## src/rtl/uart_frame_sender.sv

```systemverilog
// ============================================================================
// Module   : uart_frame_sender
// Purpose  : Snapshots a flat WIDTH*SIZE word bus on start and streams it out
//            as back-to-back 8N1-style UART frames, word 0 first.
// Revision : 1.0
// ============================================================================
`default_nettype none

module uart_frame_sender #(
    parameter int WIDTH        = 8,
    parameter int SIZE         = 16,
    parameter int CLKS_PER_BIT = 868
) (
    input  logic                                clk,
    input  logic                                rst_n,
    input  logic                                start,
    input  logic [WIDTH*SIZE-1:0]               data_in,
    output logic                                tx,
    output logic                                busy,
    output logic                                done,
    output logic [((SIZE > 1) ? $clog2(SIZE) : 1)-1:0] word_idx
);

    localparam int IDX_W = (SIZE > 1) ? $clog2(SIZE) : 1;
    localparam int BIT_W = (WIDTH > 1) ? $clog2(WIDTH) : 1;
    localparam int CNT_W = $clog2(CLKS_PER_BIT);

    localparam logic [CNT_W-1:0] BAUD_LAST = CNT_W'(CLKS_PER_BIT - 1);
    localparam logic [BIT_W-1:0] BIT_LAST  = BIT_W'(WIDTH - 1);
    localparam logic [IDX_W-1:0] WORD_LAST = IDX_W'(SIZE - 1);

    typedef enum logic [1:0] {
        IDLE      = 2'd0,
        START_BIT = 2'd1,
        DATA_BITS = 2'd2,
        STOP_BIT  = 2'd3
    } state_t;

    state_t             state;
    state_t             state_next;
    logic [CNT_W-1:0]   baud_cnt;
    logic [CNT_W-1:0]   baud_cnt_next;
    logic [BIT_W-1:0]   bit_cnt;
    logic [BIT_W-1:0]   bit_cnt_next;
    logic [IDX_W-1:0]   idx;
    logic [IDX_W-1:0]   idx_next;
    logic               tx_reg;
    logic               tx_next;
    logic               busy_reg;
    logic               busy_next;
    logic               done_reg;
    logic               done_next;
    logic               load_shadow;
    logic               baud_end;
    logic [WIDTH-1:0]   cur_word;

    logic [WIDTH-1:0]   shadow [SIZE];

    // Snapshot of the input bus, frozen for the whole burst.
    for (genvar k = 0; k < SIZE; k++) begin : g_shadow
        always_ff @(posedge clk or negedge rst_n) begin
            if (!rst_n) begin
                shadow[k] <= '0;
            end else if (load_shadow) begin
                shadow[k] <= data_in[k*WIDTH +: WIDTH];
            end
        end
    end

    assign cur_word = shadow[idx];
    assign baud_end = (baud_cnt == BAUD_LAST);

    always_ff @(posedge clk or negedge rst_n) begin
        if (!rst_n) begin
            state    <= IDLE;
            baud_cnt <= '0;
            bit_cnt  <= '0;
            idx      <= '0;
            tx_reg   <= 1'b1;
            busy_reg <= 1'b0;
            done_reg <= 1'b0;
        end else begin
            state    <= state_next;
            baud_cnt <= baud_cnt_next;
            bit_cnt  <= bit_cnt_next;
            idx      <= idx_next;
            tx_reg   <= tx_next;
            busy_reg <= busy_next;
            done_reg <= done_next;
        end
    end

    // Outputs are computed one edge ahead so every port is a flop output.
    always_comb begin
        state_next    = state;
        baud_cnt_next = baud_cnt;
        bit_cnt_next  = bit_cnt;
        idx_next      = idx;
        tx_next       = tx_reg;
        busy_next     = busy_reg;
        done_next     = 1'b0;
        load_shadow   = 1'b0;

        case (state)
            IDLE: begin
                tx_next       = 1'b1;
                busy_next     = 1'b0;
                idx_next      = '0;
                baud_cnt_next = '0;
                bit_cnt_next  = '0;
                if (start) begin
                    load_shadow = 1'b1;
                    state_next  = START_BIT;
                    tx_next     = 1'b0;
                    busy_next   = 1'b1;
                end
            end

            START_BIT: begin
                if (baud_end) begin
                    baud_cnt_next = '0;
                    bit_cnt_next  = '0;
                    state_next    = DATA_BITS;
                    tx_next       = cur_word[0];
                end else begin
                    baud_cnt_next = baud_cnt + CNT_W'(1);
                end
            end

            DATA_BITS: begin
                if (baud_end) begin
                    baud_cnt_next = '0;
                    if (bit_cnt == BIT_LAST) begin
                        state_next = STOP_BIT;
                        tx_next    = 1'b1;
                    end else begin
                        bit_cnt_next = bit_cnt + BIT_W'(1);
                        tx_next      = cur_word[bit_cnt_next];
                    end
                end else begin
                    baud_cnt_next = baud_cnt + CNT_W'(1);
                end
            end

            STOP_BIT: begin
                if (baud_end) begin
                    baud_cnt_next = '0;
                    if (idx == WORD_LAST) begin
                        state_next = IDLE;
                        tx_next    = 1'b1;
                        busy_next  = 1'b0;
                        done_next  = 1'b1;
                        idx_next   = '0;
                    end else begin
                        idx_next   = idx + IDX_W'(1);
                        state_next = START_BIT;
                        tx_next    = 1'b0;
                    end
                end else begin
                    baud_cnt_next = baud_cnt + CNT_W'(1);
                end
            end

            default: begin
                state_next = IDLE;
                tx_next    = 1'b1;
                busy_next  = 1'b0;
            end
        endcase
    end

    assign tx       = tx_reg;
    assign busy     = busy_reg;
    assign done     = done_reg;
    assign word_idx = idx;

endmodule

`default_nettype wire
```

## config.mk

```make
export PLATFORM = sky130hd
export DESIGN_NAME = uart_frame_sender
export DESIGN_NICKNAME = d
export VERILOG_FILES = /design/src/rtl/uart_frame_sender.sv
export SDC_FILE = /design/constraint.sdc
export NUM_CORES = 1
export LEC_CHECK = 0
export CAP_MARGIN = 25
export CORE_MARGIN = 1.5
export CORE_UTILIZATION = 35
export DETAILED_ROUTE_END_ITERATION = 7
export SYNTH_ARGS = -nofsm -noshare
export SYNTH_HDL_FRONTEND = slang
export SYNTH_SLANG_ARGS = --single-unit
```

## constraint.sdc

```tcl
create_clock -name clk -period 2.8 [get_ports clk]
set_input_delay 0.56 -clock clk [delete_from_list [all_inputs] [get_ports clk]]
set_output_delay 0.56 -clock clk [all_outputs]
set_load 0.005 [all_outputs]
```

==> qor.txt <==
Post-synthesis xor/xnor area fraction - 0.00847
Largest register FFs - 128
Net count after synthesis - 639
WP data required - 2.24 ns
Placed cell count - 887
Clock power share - 0.466
Setup CP Type - flop to primary output
Drt initial violations - 260
Clock root buffer - clkbuf_16
Worst-margin pin slew - 0.655 ns
CTS resizes - 0
Hold Fails Final Rpt - 0
Antenna viol nets, final - 0
First-pass GRT wire length - 26.6 mm
Setup bufs post-CTS - 0
Arrival time at the worst endpoint - 1.97 ns
Setup Viol. Count Final - 0
Die area - 21500 um^2
Io pins - 138
Area Growth Syn to Fin - 30.6%
WL/cell - 17.9 um
CP startpoint kind - flop
Final Wtd Congestion - 0.850
Setup TNS - 0 ns
CTS tree - yes
Total CTS buffers - 17
Slowest CP cell - dfrtp_2
Setup crit end kind - primary output
Ant. Diodes - 0
Cell Area, Synth - 7240 um^2
Detailed Route WL - 16.5 mm
Total gr overflow - 0
Hold crit path type - input pin to async pin
FILL cells - 1737
Run status - finished, final reports clean
R2R Setup Slk - 0.32 ns
RSZ-0062 raised after global routing - no
Drt first pass iters - 4
Relative slew slack - 0.563
Crit path to - word_idx[0]
Post-synth ARST share - 1.00
# clock sinks - 150
Net Switching - 0.00105 W
Core area - 20200 um^2
Comb pwr share - 0.076
Worst r2r dst - tx$_DFFE_PN1P_
Reg2reg start - word_idx[0]$_DFFE_PN0P_
Number of flops mapped to enable cells by yosys - 0
Post-synthesis adder-cell area fraction - 0.0156
Distinct cells, synth - 55
VDD IR max - 0.441 mV
Hold Buf Count CTS - 0
Synth Area in Compound Gates - 0.0486
Post-Synth Simple-Gate Area - 0.0470
Max Clk Rate - 395 MHz
Maximum Capacitance Violations - 0
Max FO, Critical Path - 17
Seq cells post-synth - 150
Die Height - 147 um
Sequential share of power - 0.458
Initial Utilization - 0.358
Post-synthesis cell count - 499
Main synth FF type - dfrtp_1
Switching share of total power - 0.207
Sequential fraction of the synthesis area - 0.519
Min Tclk post-route - 2.53 ns
R2R depth - 7
# nets final - 776
Synth Warn # - 0
Routed vias - 4602
Clock-pin slew on the worst setup and hold paths - 0.06 ns
DRC violations left - 0
Max Slew Vio Count - 0
Top reg by flops - shadow
Clock Skew - 0.00512 ns
Largest family of logic cells by synthesized area - multiplexers
Critical Path, Cell by Cell - buf_4, clkdlybuf4s50_1
Number of global-route vias before repair - 4950
Power Internal - 0.00400 W
CP peak stage delay - 0.68 ns
CTS Buffer Depth - 2
Initial antenna violation count - 0
Vias/cell - 5.01
FP Rows - 52
Syn avg cell area - 14.5 um^2
H-tree lvl count - 4
CP Launch Point - word_idx[0]$_DFFE_PN0P_
DP HPWL - 12.3 mm
Quantity of I/O buffers inserted on ports - 137
Largest net degree at the start of global routing - 70
All-Layer GR Usage - 0.162
Cell Count, Final, Fillers Out - 919
Lkg Pwr - 4.01 nW
Multiplexer area fraction after synthesis - 0.321
Final period util - 0.905
Die Width - 147 um
Clock latency on the worst-skew pair - 0.42 ns
Fraction of layout cells with a size suffix above 1 - 0.294
Pwr per Cell Area - 534 nW/um^2
-- final cells by class --
cell class	instances	area, um^2	share of cell area
clock buffer	21	470	0.0498
clock inverter	11	146	0.0155
inverter	9	33.8	0.00357
multi-input combinational	309	3190	0.338
sequential	150	3760	0.398
tap	270	338	0.0357
timing repair buffer	149	1510	0.160
-- metrics by stage --
| step | total power, W | instance area [um^2] | hold WS (ns) | utilization | setup slack (ns) |
|---|---|---|---|---|---|
| final | 0.00505 | 9450 | 0.136 | 0.467 | 0.267 |
| after global routing | 0.00525 | 9450 | 0.185 | 0.467 | 0.163 |
| after CTS | 0.00512 | 9450 | 0.152 | 0.467 | 0.206 |
| after detailed placement | 0.00274 | 8830 | 0.485 | 0.437 | 0.321 |
| after global placement | 0.00273 | 8830 | 0.480 | 0.437 | 0.385 |
| after floorplan | 0.00245 | 7240 | 0.264 | - | 0.726 |
-- worst min path at each step --
stage                     slack (ns)                endpoint  depth (start not counted)                   from
after floorplan                 0.26   baud_cnt[0]$_DFF_PN0_                          0                  rst_n
after global placement          0.48   baud_cnt[0]$_DFF_PN0_                          1  baud_cnt[0]$_DFF_PN0_
after detailed placement        0.49   baud_cnt[0]$_DFF_PN0_                          1  baud_cnt[0]$_DFF_PN0_
after CTS                       0.15  shadow[91]$_DFFE_PN0P_                          1                  rst_n
after global routing            0.19  shadow[91]$_DFFE_PN0P_                          1                  rst_n
final                           0.14  shadow[91]$_DFFE_PN0P_                          1                  rst_n
-- layer usage --
layer / GRT usage / wire (um) / up-vias
met3: 0.0373 / 680 / 20
met1: 0.208 / 7330 / 2331
met5: 0 / 0 / -
met4: 0.0561 / 294 / 0
met2: 0.268 / 8180 / 111
li1: - / - / 2140
-- worst max-delay path: cells and delay by family, from the launching register on --
family / cells / cell delay [ns]
DFF: 1 / 0.68
buffers and inverters: 2 / 0.88
-- placed cells by master, fill, tap and decap left out, types with 8 or more instances in the layout --
| cell | instances |
|---|---|
| mux4_1 | 21 |
| clkbuf_16 | 17 |
| buf_4 | 8 |
| clkdlybuf4s50_1 | 136 |
| nand3_1 | 9 |
| mux2_2 | 133 |
| ha_1 | 9 |
| mux2i_1 | 18 |
| nand2_1 | 11 |
| nor2_1 | 20 |
| a21oi_1 | 9 |
| inv_1 | 9 |
| o21ai_0 | 11 |
| dfrtp_1 | 147 |
-- cells in the mapped netlist (all sizes together), types with 2 or more instances --
cell type  number  share of area
dfrtp         149           0.52
mux2          133           0.21
mux4           25          0.089
nor2           21          0.011
mux2i          18          0.025
buf            17          0.019
clkbuf         13          0.015
o21ai          12         0.0083
nand2          11         0.0057
a21oi           9         0.0062
ha              9          0.016
inv             9         0.0047
nand3           9         0.0062
a22o            5         0.0061
and3            4         0.0035
o22ai           4         0.0035
xor2            4         0.0048
a2111oi         3         0.0045
a211oi          3         0.0031
nand2b          3         0.0026
nor3            3         0.0021
xnor2           3         0.0036
a21boi          2         0.0021
a22oi           2         0.0021
and3b           2         0.0024
o211ai          2         0.0021
o221ai          2         0.0024
or2             2         0.0017
or3b            2         0.0024
-- power groups by stage --
stage | registers [W] | clock network, W | logic (W)
floorplan | 0.00233 | 0 | 0.000122
global placement | 0.00235 | 0 | 0.000387
detailed placement | 0.00235 | 0 | 0.000394
CTS | 0.00231 | 0.00241 | 0.000395
global route | 0.00232 | 0.00251 | 0.000418
finish | 0.00231 | 0.00235 | 0.000385
-- cell families (layout without fill, tap and decap cells) --
kind of cell	Yosys count	in the layout
AND/OR/NAND/NOR	66	66
buffers and inverters	40	190
AO/OA/AOI/OAI	51	51
adder cells (fa/ha/maj)	9	9
multiplexers	176	176
XOR/XNOR	7	7
flip-flops	150	150
Note: power is estimated with default switching activity, not from simulation.
